<file path="config.mk">
export PLATFORM = sky130hd
export DESIGN_NAME = reg_alu_inputs_flat
export DESIGN_NICKNAME = d
export VERILOG_FILES = /design/src/rtl/reg_alu_inputs_if.sv /design/src/rtl/reg_alu_inputs.sv /design/src/flat_wrapper.sv
export SDC_FILE = /design/constraint.sdc
export NUM_CORES = 1
export LEC_CHECK = 0
export BUFFER_PORTS_ARGS = -buffer_cell sky130_fd_sc_hd__buf_2
export CORE_ASPECT_RATIO = 0.9
export CORE_UTILIZATION = 40
export CTS_BUF_LIST = sky130_fd_sc_hd__clkbuf_2
export DETAILED_ROUTE_END_ITERATION = 8
export PLACE_DENSITY = 0.77
export SLEW_MARGIN = 25
export SYNTH_ARGS = -nofsm -noshare
export SYNTH_HDL_FRONTEND = slang
export SYNTH_SLANG_ARGS = --single-unit
</file>
<file path="constraint.sdc">
create_clock -name clk -period 1.1 [get_ports clk]
set_input_delay 0.055 -clock clk [delete_from_list [all_inputs] [get_ports clk]]
set_output_delay 0.055 -clock clk [all_outputs]
set_load 0.02 [all_outputs]
</file>
<file path="src/rtl/reg_alu_inputs_if.sv">
// reg_alu_inputs_if: operand-load strobes/buses in, registered operands and status out
interface reg_alu_inputs_if #(parameter int WIDTH = 8);
    logic             zero_load;
    logic             sb_load;
    logic [WIDTH-1:0] sb_data;
    logic             db_load;
    logic             db_inv_load;
    logic             adl_load;
    logic [WIDTH-1:0] db_data;
    logic [WIDTH-1:0] adl_data;
    logic             consume;
    logic             clr_conflict;
    logic [WIDTH-1:0] a_out;
    logic [WIDTH-1:0] b_out;
    logic             a_valid;
    logic             b_valid;
    logic             ops_ready;
    logic             conflict;
    modport master (
        output zero_load, sb_load, sb_data, db_load, db_inv_load, adl_load,
               db_data, adl_data, consume, clr_conflict,
        input  a_out, b_out, a_valid, b_valid, ops_ready, conflict
    );
    modport slave (
        input  zero_load, sb_load, sb_data, db_load, db_inv_load, adl_load,
               db_data, adl_data, consume, clr_conflict,
        output a_out, b_out, a_valid, b_valid, ops_ready, conflict
    );
endinterface

</file>
<file path="src/rtl/reg_alu_inputs.sv">
// reg_alu_inputs: ALU A/B operand registers with freshness FSM and sticky multi-source conflict flag
module reg_alu_inputs #(parameter int WIDTH = 8) (
    input logic             clk,
    input logic             rst_n,
    reg_alu_inputs_if.slave bus
);
    // state bit 0 = A fresh, bit 1 = B fresh, so next state is just the two valid bits
    typedef enum logic [1:0] {EMPTY = 2'b00, HALF_A = 2'b01, HALF_B = 2'b10, FULL = 2'b11} state_t;
    state_t           state, state_n;
    logic [WIDTH-1:0] a_q, b_q, a_n, b_n;
    logic             conflict_q, conflict_n;
    logic             a_ld, b_ld, a_v, b_v;
    // operand registers, occupancy state and conflict flag; reset discards everything at once
    always_ff @(posedge clk or negedge rst_n) begin
        if (!rst_n) begin
            state      <= EMPTY;
            a_q        <= '0;
            b_q        <= '0;
            conflict_q <= 1'b0;
        end else begin
            state      <= state_n;
            a_q        <= a_n;
            b_q        <= b_n;
            conflict_q <= conflict_n;
        end
    end
    // source selection by priority, next occupancy (a load beats a same-edge consume), conflict set-over-clear
    always_comb begin
        a_ld       = bus.zero_load | bus.sb_load;
        b_ld       = bus.db_inv_load | bus.db_load | bus.adl_load;
        a_v        = (state == HALF_A) || (state == FULL);
        b_v        = (state == HALF_B) || (state == FULL);
        a_n        = bus.zero_load ? '0 : bus.sb_load ? bus.sb_data : a_q;
        b_n        = bus.db_inv_load ? ~bus.db_data : bus.db_load ? bus.db_data :
                     bus.adl_load ? bus.adl_data : b_q;
        state_n    = state_t'({b_ld | (b_v & ~bus.consume), a_ld | (a_v & ~bus.consume)});
        conflict_n = (bus.zero_load & bus.sb_load) |
                     (bus.db_inv_load & bus.db_load) | (bus.db_inv_load & bus.adl_load) |
                     (bus.db_load & bus.adl_load) | (conflict_q & ~bus.clr_conflict);
    end
    assign bus.a_out     = a_q;
    assign bus.b_out     = b_q;
    assign bus.a_valid   = (state == HALF_A) || (state == FULL);
    assign bus.b_valid   = (state == HALF_B) || (state == FULL);
    assign bus.ops_ready = (state == FULL);
    assign bus.conflict  = conflict_q;
endmodule
</file>
<file path="src/flat_wrapper.sv">
// flat-port wrapper written by rule: the top's interface ports become plain ports
module reg_alu_inputs_flat 
#(parameter int WIDTH = 8)
  (clk, rst_n, bus_zero_load, bus_sb_load, bus_sb_data, bus_db_load, bus_db_inv_load, bus_adl_load, bus_db_data, bus_adl_data, bus_consume, bus_clr_conflict, bus_a_out, bus_b_out, bus_a_valid, bus_b_valid, bus_ops_ready, bus_conflict);
  reg_alu_inputs_if #(.WIDTH(WIDTH)) bus_i ();
  input logic clk;
  input logic rst_n;
  input wire logic [$bits(bus_i.zero_load)-1:0] bus_zero_load;
  input wire logic [$bits(bus_i.sb_load)-1:0] bus_sb_load;
  input wire logic [$bits(bus_i.sb_data)-1:0] bus_sb_data;
  input wire logic [$bits(bus_i.db_load)-1:0] bus_db_load;
  input wire logic [$bits(bus_i.db_inv_load)-1:0] bus_db_inv_load;
  input wire logic [$bits(bus_i.adl_load)-1:0] bus_adl_load;
  input wire logic [$bits(bus_i.db_data)-1:0] bus_db_data;
  input wire logic [$bits(bus_i.adl_data)-1:0] bus_adl_data;
  input wire logic [$bits(bus_i.consume)-1:0] bus_consume;
  input wire logic [$bits(bus_i.clr_conflict)-1:0] bus_clr_conflict;
  output wire logic [$bits(bus_i.a_out)-1:0] bus_a_out;
  output wire logic [$bits(bus_i.b_out)-1:0] bus_b_out;
  output wire logic [$bits(bus_i.a_valid)-1:0] bus_a_valid;
  output wire logic [$bits(bus_i.b_valid)-1:0] bus_b_valid;
  output wire logic [$bits(bus_i.ops_ready)-1:0] bus_ops_ready;
  output wire logic [$bits(bus_i.conflict)-1:0] bus_conflict;
  assign bus_i.zero_load = bus_zero_load;
  assign bus_i.sb_load = bus_sb_load;
  assign bus_i.sb_data = bus_sb_data;
  assign bus_i.db_load = bus_db_load;
  assign bus_i.db_inv_load = bus_db_inv_load;
  assign bus_i.adl_load = bus_adl_load;
  assign bus_i.db_data = bus_db_data;
  assign bus_i.adl_data = bus_adl_data;
  assign bus_i.consume = bus_consume;
  assign bus_i.clr_conflict = bus_clr_conflict;
  assign bus_a_out = bus_i.a_out;
  assign bus_b_out = bus_i.b_out;
  assign bus_a_valid = bus_i.a_valid;
  assign bus_b_valid = bus_i.b_valid;
  assign bus_ops_ready = bus_i.ops_ready;
  assign bus_conflict = bus_i.conflict;
  reg_alu_inputs #(.WIDTH(WIDTH)) u_core (.clk(clk), .rst_n(rst_n), .bus(bus_i));
endmodule
</file>
**Word level (Yosys, flattened, before mapping)**

Index checks and enable logic that the tools add are counted.

- Memory bits (writable): 0
- ROM bits: 0
- Bits in latches: 0
- Register bits: 19
- Memories kept: 0
- Output and inout port bits: 20

- Multiply operators: 0
- Magnitude comparators: 0
- Equality and inequality tests: 3
- Reductions and logical operators: 4
- Div/mod/pow operators: 0
- Bitwise operators: 19
- Shift-type cells: 0
- Muxes and demuxes: 5
- Add/subtract/negate cells: 0

Operators with widths:

| cell | count |
|---|---|
| 8-bit 2-to-1 mux | 5 |
| 1-bit OR | 9 |
| 8-bit NOT | 1 |
| 1-bit AND | 7 |
| 2-bit equality test (second input constant) | 2 |
| 3-bit nonzero test | 1 |
| 2-bit by 1-bit equality test with 1-bit output (second input constant) | 1 |
| 1-bit logical OR | 2 |
| 1-bit NOT | 2 |
| 2-bit nonzero test | 1 |

**Longest topological paths before layout**

Gate-level depths: netlist of run 1.

- Depth after elaboration: 5
- Mapped depth: 3

**Worst setup path after synthesis of run 1**

No wires, ideal clock.

- Path type: register to register
- From: reg, netlist name u_core.bus.b_out[6]
- To: reg u_core.b_q[6] (netlist: u_core.bus.b_out[6])
- Setup time: 126 ps
- Data arrival time: 1010 ps
- Stages on the path, launching flop included: 3
- Clock period less this slack: 1136 ps
- Path buffers: 0
- Slack: -36 ps
- Cell sequence: dfrtp_1 > mux2_4 > a221o_1

RTL lines:

| what | line | source |
|---|---|---|
| end signal, assigned | reg_alu_inputs.sv:23 | `b_q <= b_n;` |
| end, declared | reg_alu_inputs.sv:10 | `logic [WIDTH-1:0] a_q, b_q, a_n, b_n;` |

==> impl_results.md, run 1 <==
- Register bit total from synthesis: 19
- Placed Instances: 150
- Crit path required time: 1.30 ns
- DRC Markers: 0
- Clock transition at path regs: about 0.18 ns
- IO Pins: 53
- Worst Setup Slack, final: -0.0172 ns
- Fillers: around 190
- Clk_skew: 0 ns
- Layout cell share with drive strength beyond 1: 0.518
- Core footprint: ~2200 µm²
- Die X: 52.3 µm
- Post-CTS setup buffers: 0
- RSZ-0062 raised after global routing: true
- Clk_lat worst skew: ~0.29 ns
- Gr usage total: 0.176
- Minimum clock period: between 1 and 1.5 ns
- Final hold viol count: 0
- Initial antenna violation count: 0
- Area Overhead vs Synth: 47.7%
- CP Capture Type: register
- WP data arrival: around 1.3 ns
- Design Area, Final: 1350 µm²
- Total Wirelength: between 2000 and 2500 µm
- Root Buffer: clkbuf_2
- WS Path Type: register to register
- Starting density of the core: 0.421
- Cells after synthesis: 78
- Maxcap violations: 0
- Mapped cell area: approximately 910 µm²
- Final period utilization: 1.02
- DRT Pass-1 Iters: 4
- Post-Place Cell Area: 1180 µm²
- Net Count, Synth: between 100 and 150
- CTS tree: done
- Number of nets in the layout: around 180
- Least-Margin Pin Slew: between 0.5 and 0.6 ns
- Site row count: 16
- Failing checks: negative setup slack
- CTS HTree Levels: 1
- Die area: between 2000 and 2500 µm²
- Mean post-synth cell area: about 12 µm²
- Routability cong.: 0.679
- Status: finished, violations left
- Placed wire-length estimate: 1510 µm
- Via density: 4.80
- WL/cell: 12.4 µm
- VDD IR max: about 0.61 mV
- Sequential area share after synthesis: 0.522
- FF-to-FF setup slack: -0.02 ns
- Critical Path Fanout Max: 2
- Worst hold path class: input port to register
- I/O Buffers: 52
- Pleak: between 0.6 and 0.7 nW
- Die H: 47.3 µm
- Slew margin rel.: 0.628
- Post-DRT Antenna Nets: 0
- Total global routing overflow: 0
- Synth Warn #: 0
- Cell area power density: approximately 1100 nW/µm²
- Inserted Diodes: 0
- Drt first-iter violations: 2
- Total CTS buffers: 3
- Final setup viols: 1
- Global-route wire length before repair: 3160 µm
- Vias in the first global route: ~750
- Yosys cell types: 15
- Clk buf depth: 2
- Largest net degree at the start of global routing: 20
- Max-slew violation count: 0
- CTS sink count: 19
- Max Clock Freq: 0.895 GHz
- Worst setup SP type: register
- Routed via count: ~810
- Non-filler instance count after layout: approximately 170
==> cell type report <==
class | instances | area (µm²) | share of cell area
Clock buffer | 4 | 20.0 | 0.0149
Inverter | 3 | 11.3 | 0.00837
Tap cell | 27 | 33.8 | 0.0251
Timing Repair Buffer | 66 | 403 | 0.300
Multi-Input combinational cell | 49 | 392 | 0.291
Sequential cell | 19 | 485 | 0.361
==> logic make-up (layout without fill, tap and decap cells) <==
| logic type | after synthesis | in the layout | share of synthesized area |
|---|---|---|---|
| compound gates | 11 | 11 | 0.110 |
| flops | 19 | 19 | 0.522 |
| buf+inv | 10 | 73 | 0.0522 |
| simple gates | 21 | 21 | 0.113 |
| mux | 16 | 16 | 0.191 |
| fa+ha+maj | 1 | 1 | 0.0124 |
==> critical path, cell delays in order, from the launching register on <==
cell,delay [ns]
dfrtp_2,0.44
mux2_4,0.27
a221o_1,0.31
==> report_power, final <==
part | switching (W) | internal, W
Combinational | 0.000193 | 0.000194
Clock | 0.000203 | 0.0000964
Sequential | 0.0000259 | 0.000753
==> per-stage QoR <==
step / util / setup WS (ns) / power (W) / hold WS (ns) / setup TNS [ns]
finish: 0.622 / -0.0172 / 0.00146 / 0.0130 / -0.0172
global route: 0.622 / -0.0432 / 0.00156 / 0.00536 / -0.110
CTS: 0.616 / -0.0169 / 0.00148 / 0.000594 / -0.0169
detailed placement: 0.547 / 0.00909 / 0.00114 / 0.0195 / 0
floorplan: - / -0.0233 / 0.00100 / -0.241 / -0.0267
global placement: 0.547 / 0.0345 / 0.00113 / 0.00938 / 0
==> registers in the layout, indices dropped and copies added, names as in the netlist <==
name / cells
u_core.bus.a_out: 8
u_core.bus.conflict: 1
u_core.state: 2
u_core.bus.b_out: 8
==> final timing paths <==
check / to / startpoint / depth (start not counted)
max reg2reg: u_core.bus.b_out[6] / u_core.bus.b_out[6] / 2
min in group asynchronous: u_core.bus.a_out[1] / rst_n / 2
max: u_core.bus.b_out[6] / u_core.bus.b_out[6] / 2
min: u_core.bus.a_out[5] / bus_sb_data[5] / 3
min reg2reg: u_core.bus.conflict / u_core.bus.conflict / 1
max in group asynchronous: u_core.bus.b_out[1] / rst_n / 2
==> placed cells by master (no fill, tap or decap) <==
cell type	count
dfrtp_1	11
mux2_2	6
mux2i_1	8
nor3_1	1
dlygate4sd3_1	14
dfrtp_2	8
maj3_2	1
o21ai_0	2
nor2_1	11
a221o_1	9
nor2b_1	9
inv_1	3
buf_4	1
buf_2	51
clkbuf_2	4
mux2_4	2
==> cells in the mapped netlist, drive strengths merged <==
cell / count / area, µm²
inv: 3 / 11.3
nor3: 1 / 5.00
mux2: 8 / 93.8
o21ai: 2 / 10.0
maj3: 1 / 11.3
mux2i: 8 / 80.1
dfrtp: 19 / 475
a221o: 9 / 90.1
nor2b: 9 / 56.3
nor2: 11 / 41.3
clkbuf: 4 / 15.0
buf: 3 / 21.3
==> routing by layer <==
| metal | global-route usage | part of all wire | wire, µm |
|---|---|---|---|
| met3 | 0.0388 | 0.072 | 151 |
| met1 | 0.202 | 0.41 | 859 |
| met5 | 0 | 0 | 0 |
| met4 | 0.0474 | 0 | 0 |
| met2 | 0.334 | 0.52 | 1080 |
==> timing repair <==
action | CTS | global route
setup endpoints to repair | 1 | 6
hold buffers | 13 | 1
pin swaps | 0 | 1
cloned | 0 | 0
resized for setup | 0 | 1
endpoints found under the hold margin | 32 | 1
No activity file was read; power rests on OpenSTA's default activity.
==> inputs of run 2 (changes only) <==
--- a/config.mk
+++ b/config.mk
@@ -5,12 +5,14 @@
 export SDC_FILE = /design/constraint.sdc
 export NUM_CORES = 1
 export LEC_CHECK = 0
+export ABC_AREA = 1
+export ABC_CLOCK_PERIOD_IN_PS = 1100
 export BUFFER_PORTS_ARGS = -buffer_cell sky130_fd_sc_hd__buf_2
 export CORE_ASPECT_RATIO = 0.9
 export CORE_UTILIZATION = 40
 export CTS_BUF_LIST = sky130_fd_sc_hd__clkbuf_2
 export DETAILED_ROUTE_END_ITERATION = 8
-export PLACE_DENSITY = 0.77
+export PLACE_DENSITY = 0.74
 export SLEW_MARGIN = 25
 export SYNTH_ARGS = -nofsm -noshare
 export SYNTH_HDL_FRONTEND = slang
==> run 2 against run 1 <==
Net effect:
- the run now ends clean
- final cell count increased by 36%
- sequential share of layout area decreased by 2.8 points
- clock power about the same
- setup slack improved by 0.11 ns
- combinational power increased by 7.8%
- wire length increased by 27%
- core utilization decreased by 4.3 points
- critical path depth increased by 1
- register-to-register slack improved by 0.42 ns
- power increased by 1.9%
- critical endpoint is now bus_ops_ready
==> impl_results.md, run 2 <==
- Status: finished, final reports clean
- CTS sink count: 19 (unchanged)
- Final hold viol count: 0 (unchanged)
- VDD IR max: 0.762 mV (+24%)
- CP Capture Type: primary output
- WL/cell: 11.6 µm (-6.5%)
- Placed wire-length estimate: 1860 µm (+23%)
- RSZ-0062 raised after global routing: true
- Final setup viols: 0 (-1)
- Largest net degree at the start of global routing: 20 (unchanged)
- Core footprint: 2470 µm² (+14%)
- Slew margin rel.: 0.663 (+0.0354)
- Pleak: 0.834 nW (+20%)
- Root Buffer: clkbuf_2
- Synth Flop Type: dfrtp_1
- Power, Total: 0.00149 W (+1.9%)
- Clk buf depth: 2 (unchanged)
- Register bit total from synthesis: 19 (unchanged)
- Clk_skew: 0 ns (unchanged)
- Global-route wire length before repair: 4230 µm (+34%)
- Total Wirelength: 2650 µm (+27%)
- CTS tree: done
- Site row count: 17 (+1)
- Post-CTS setup buffers: 0 (unchanged)
- Most common cell after layout, fill and taps aside: nand2_1
- CTS HTree Levels: 1 (unchanged)
- Footprint of the multi-input gates: 435 µm² (+11%)
- Buf+Inv Stages, Crit Path: 2 (+2)
- Final period utilization: 0.914 (-0.101)
- Crit path required time: 1.04 ns (-0.26 ns)
- Max Clock Freq: 0.994 GHz (+11%)
- Pre-CTS setup slack: 0.0624 ns (+0.0533 ns)
- Mapped cell area: 1050 µm² (+15%)
- Inserted Diodes: 0 (unchanged)
- WS Path Type: register to primary output
- Final setup TNS: 0 ns (+0.0172 ns)
- Synth Warn #: 0 (unchanged)
- Slowest CP cell: dfrtp_1
- Minimum clock period: 1.01 ns (-0.111 ns)
- Cells after synthesis: 140 (+79%)
- WP data arrival: 0.95 ns (-0.37 ns)
- CP cell instances: nand2_1 -> inv_1 -> buf_6
- Post-synth ARST share: 1.00 (unchanged)
- Cell taking the most area after synthesis: dfrtp_1
- Fillers: 235 (+22%)
- DRT Pass-1 Iters: 4 (unchanged)
- Vias in the first global route: 1008 (+34%)
- Area fraction of the dominant cell type after synthesis: 0.453 (-0.0685)
- Maxcap violations: 0 (unchanged)
- Routed via count: 1110 (+38%)
- Yosys cell types: 15 (unchanged)
- IO Pins: 53 (unchanged)
- Initial antenna violation count: 0 (unchanged)
- Total CTS buffers: 3 (unchanged)
- Worst setup SP type: register
- Via density: 4.87 (+1.5%)
- Die H: 50.6 µm (+7.0%)
- Area Overhead vs Synth: 36.3%
- Clk_lat worst skew: 0.30 ns (about the same)
- Most frequent cell after synthesis: nand2_1
- Die area: 2830 µm² (+14%)
- Gr usage total: 0.192 (+0.0155)
- Largest cells by area after synthesis: dfrtp_1 (45%), nand2_1 (19%), inv_1 (8.2%)
- Delay-heaviest family, CP: flip-flops
- Critical path's largest stage delay: 0.42 ns (-0.02 ns)
- Post-synth EDFFs: 0 (unchanged)
- Worst Setup Slack, final: 0.0942 ns (+0.111 ns)
- Starting density of the core: 0.425 (+0.00365)
- Sequential area share after synthesis: 0.453 (-0.0685)
- Routability cong.: 0.877 (+29%)
- Max-slew violation count: 0 (unchanged)
- Post-DRT Antenna Nets: 0 (unchanged)
- Worst hold path class: input port to register
- FF+latch area: 475 µm² (-2.1%)
- Cell area power density: 1040 nW/µm² (-4.1%)
- Layout cell share with drive strength beyond 1: 0.325 (-0.193)
- Fin util: 0.579 (-0.0430)
- Top cells by count, synth: nand2_1 (52), inv_1 (23), dfrtp_1 (19)
- Die X: 56.0 µm (+7.0%)
- Number of nets in the layout: 234 (+34%)
- Critical Path Fanout Max: 3 (+1)
- Total global routing overflow: 0 (unchanged)
- Least-Margin Pin Slew: 0.503 ns (-0.0529 ns)
- DRC Markers: 0 (unchanged)
- Net Count, Synth: 173 (+56%)
- Final hold slack: 0.0323 ns (+0.0193 ns)
- Drt first-iter violations: 25 (+23)
- Most frequent cells in the layout: nand2_1 (52), buf_2 (51), inv_1 (23)
- Clock transition at path regs: 0.17 ns (about the same)
- Mean post-synth cell area: 7.49 µm² (-36%)
- I/O Buffers: 52 (unchanged)
[run 2: changes by cell type after synthesis, moves of 8 or more]
cell     before  now
a21oi_1       0    8
nand2_1       0   52
nor2_1       11    1
inv_1         3   23
a221o_1       9    0
nand3_1       0   16
o21ai_2       0    8
mux2i_1       8    0
nor2b_1       9    0
[run 2: final cells by class]
cell class	instances	share of cell area
repair buffers	63	0.264
clock buffers	4	0.0140
flip-flops and latches	19	0.333
well taps	28	0.0245
inverters	23	0.0604
multi-input cells	91	0.305
[run 2: power by group]
group / internal (W) / switching [W]
Combinational: 0.000165 / 0.000252
Clock: 0.0000964 / 0.000201
Sequential: 0.000752 / 0.0000280
[run 2: cell families after synthesis]
logic type / synth area share
DFF: 0.453
buffers and inverters: 0.131
and+or+nand+nor: 0.294
AOI/OAI and AO/OA: 0.122
[run 2: repair_timing]
item / CTS / global route
hold buffers: 11 / 0
gates resized for setup: 0 / 2
endpoints found under the setup margin: 0 / 1
endpoints found under the hold margin: 30 / 0
[run 2: final timing paths]
kind | start | to | slack, ns | cells past startpoint
setup / recovery | u_core.state[1] | bus_ops_ready | 0.09 | 3
hold / removal | bus_clr_conflict | u_core.bus.conflict | 0.03 | 4
setup reg to reg | u_core.bus.conflict | u_core.bus.conflict | 0.40 | 2
hold reg to reg | u_core.bus.b_out[7] | u_core.bus.b_out[7] | 0.50 | 2
max in group asynchronous | rst_n | u_core.bus.a_out[5] | 0.61 | 2
min in group asynchronous | rst_n | u_core.bus.a_out[0] | 0.19 | 2
[run 2: routing by layer]
layer	GRT usage	part of all wire	wire length, µm	vias to the layer above
li1	-	-	-	550
met1	0.212	0.41	1090	527
met2	0.369	0.54	1420	27
met3	0.0438	0.039	104	6
met4	0.0488	0.014	37	0
met5	0	0	0	-
[run 2: stage by stage]
stage | instance area [µm²] | cells
6_report | 1430 | 228
5_1_grt | 1430 | 228
4_1_cts | 1420 | 228
3_5_place_dp | 1290 | 213
3_3_place_gp | 1290 | 213
2_1_floorplan | 1050 | 140
[run 2: worst min-delay path: cells and delay by family]
kind	cells	cell delay, ns
buffers and inverters	2	0.10
and+or+nand+nor	2	0.14
==> inputs of run 3 (changes only) <==
--- a/config.mk
+++ b/config.mk
@@ -13,6 +13,7 @@
 export CTS_BUF_LIST = sky130_fd_sc_hd__clkbuf_2
 export DETAILED_ROUTE_END_ITERATION = 8
 export PLACE_DENSITY = 0.74
+export RECOVER_POWER = 25
 export SLEW_MARGIN = 25
 export SYNTH_ARGS = -nofsm -noshare
 export SYNTH_HDL_FRONTEND = slang
==> run 3 against run 2 <==
Net effect:
- sequential power is essentially flat
- first-iteration DRC count is the same
- non-clock buffer count stayed put
- clock power is essentially flat
- register-to-register slack is essentially flat
- core utilization did not move
- sequential share of layout area stayed put
- critical path depth unchanged
- setup slack unchanged
- wire length barely moved
- maximum frequency is the same
- largest power group unchanged
==> impl_results.md, run 3 (same netlist as run 2, synthesis figures left out) <==
- Status: finished, final reports clean
- DRT Pass-1 Iters: 4 (unchanged)
- Crit path required time: 1.04 ns (about the same)
- Global routing usage on met3: 0.0438 (unchanged)
- Non-filler instance count after layout: 228 (unchanged)
- Root Buffer: clkbuf_2
- Slowest CP cell: dfrtp_1
- Gr busiest metal: met2
- Largest net degree at the start of global routing: 20 (unchanged)
- Number of nets in the layout: 234 (unchanged)
- Total Wirelength: 2650 µm (about the same)
- Core footprint: 2470 µm² (unchanged)
- CTS tree: done
- Clock transition at path regs: 0.17 ns (about the same)
- Site row count: 17 (unchanged)
- Post-DRT Antenna Nets: 0 (unchanged)
- Die area: 2830 µm² (unchanged)
- Minimum clock period: 1.01 ns (unchanged)
- Area Overhead vs Synth: 36.3% (unchanged)
- Via density: 4.87 (unchanged)
- Global-route wire length before repair: 4230 µm (unchanged)
- Maxcap violations: 0 (unchanged)
- Max-slew violation count: 0 (unchanged)
- Die H: 50.6 µm (unchanged)
- Reg-to-Reg End: u_core.bus.conflict
- Placed wire-length estimate: 1860 µm (unchanged)
- Final period utilization: 0.914 (unchanged)
- CP cell instances: nand2_1 -> inv_1 -> buf_6
- Slew margin rel.: 0.663 (unchanged)
- Final hold viol count: 0 (unchanged)
- Routed via count: 1110 (unchanged)
- Die X: 56.0 µm (unchanged)
- Most common cell after layout, fill and taps aside: nand2_1
- Vias in the first global route: 1008 (unchanged)
- WL/cell: 11.6 µm (about the same)
- Pre-CTS setup slack: 0.0624 ns (unchanged)
- Critical path's largest stage delay: 0.42 ns (about the same)
- CTS sink count: 19 (unchanged)
- Worst Setup Slack, final: 0.0942 ns (unchanged)
- Drt first-iter violations: 25 (unchanged)
- IO Pins: 53 (unchanged)
- WS Path Type: register to primary output
- Placed Instances: 213 (unchanged)
- Total CTS buffers: 3 (unchanged)
- Inserted Diodes: 0 (unchanged)
- Fin util: 0.579 (unchanged)
- Worst R2R Path Depth: 2 (unchanged)
- Least-Margin Pin Slew: 0.503 ns (unchanged)
- Clk_skew: 0 ns (unchanged)
- VDD IR max: 0.762 mV (about the same)
- Clk buf depth: 2 (unchanged)
- WP data arrival: 0.95 ns (about the same)
- Worst setup endpoint: bus_ops_ready
- Starting density of the core: 0.425 (unchanged)
- Max Clock Freq: 0.994 GHz (unchanged)
- Cell area power density: 1040 nW/µm² (about the same)
- Total global routing overflow: 0 (unchanged)
- Final hold slack: 0.0323 ns (unchanged)
- Reg2reg start: u_core.bus.conflict
- CP Capture Type: primary output
- Final setup viols: 0 (unchanged)
- Pleak: 0.834 nW (about the same)
- Critical Path Start: u_core.state[1]
- Worst setup SP type: register
- Worst hold path class: input port to register
- I/O Buffers: 52 (unchanged)
- Gr usage total: 0.192 (unchanged)
- Most frequent cells in the layout: nand2_1 (52), buf_2 (50), inv_1 (23)
- Routability cong.: 0.877 (unchanged)
- DRC Markers: 0 (unchanged)
- RSZ-0062 raised after global routing: true
- CTS HTree Levels: 1 (unchanged)
- Layout cell share with drive strength beyond 1: 0.325 (unchanged)
- Critical Path Fanout Max: 3 (unchanged)
- GR Layer Usage met1: 0.212 (unchanged)
- Met2 GRT Util: 0.369 (unchanged)
- FF-to-FF setup slack: 0.40 ns (about the same)
- Initial antenna violation count: 0 (unchanged)
- Clk_lat worst skew: 0.30 ns (about the same)
- Post-CTS setup buffers: 0 (unchanged)
[run 3: cell types whose count changed in the layout (fill, tap and decap cells not counted), sizes merged]
cell,previous run,this run
buf,52,51
clkbuf,4,5
[run 3: per-layer routing]
layer	share of wire	up-vias
met3	0.039	6
met1	0.41	527
met2	0.54	27
met5	0	-
li1	-	550
met4	0.014	0
[run 3: worst min-delay path by stage]
stage	start	to	slack (ns)	depth (start not counted)
after detailed placement	rst_n	u_core.bus.a_out[0]	0.02	1
final	bus_clr_conflict	u_core.bus.conflict	0.03	4
after global placement	rst_n	u_core.bus.a_out[3]	0.007	1
after CTS	bus_clr_conflict	u_core.bus.conflict	0.02	4
after floorplan	rst_n	u_core.bus.a_out[0]	-0.24	0
after global routing	bus_clr_conflict	u_core.bus.conflict	0.02	4
[run 3: repair_timing]
item,4_1_cts,5_1_grt
endpoints found under the hold margin,30,0
gates resized for setup,0,2
setup endpoints to repair,0,1
hold buffers,11,0
[run 3: layout make-up]
class                      count  area, µm²
multi-input combinational     91        435
sequential                    19        475
clock buffer                   4       20.0
timing repair buffer          63        377
fill                         235       1040
tap                           28       35.0
inverter                      23       86.3
[run 3: per-stage QoR]
| step | setup TNS (ns) | instance area, µm² | power (W) |
|---|---|---|---|
| floorplan | 0 | 1050 | 0.00102 |
| global placement | 0 | 1290 | 0.00116 |
| detailed placement | 0 | 1290 | 0.00117 |
| CTS | 0 | 1420 | 0.00150 |
| global route | -0.00616 | 1430 | 0.00158 |
| finish | 0 | 1430 | 0.00149 |
[run 3: power breakdown]
group          switching (W)  total [W]  internal, W
Clock               0.000201   0.000297    0.0000964
Combinational       0.000252   0.000416     0.000164
Sequential         0.0000280   0.000780     0.000752
Total               0.000480    0.00149      0.00101
[run 3: critical path, delay by kind of cell, from the launching register on]
kind	cells	cell delay [ns]
and+or+nand+nor	1	0.07
buffers and inverters	2	0.16
DFF	1	0.42
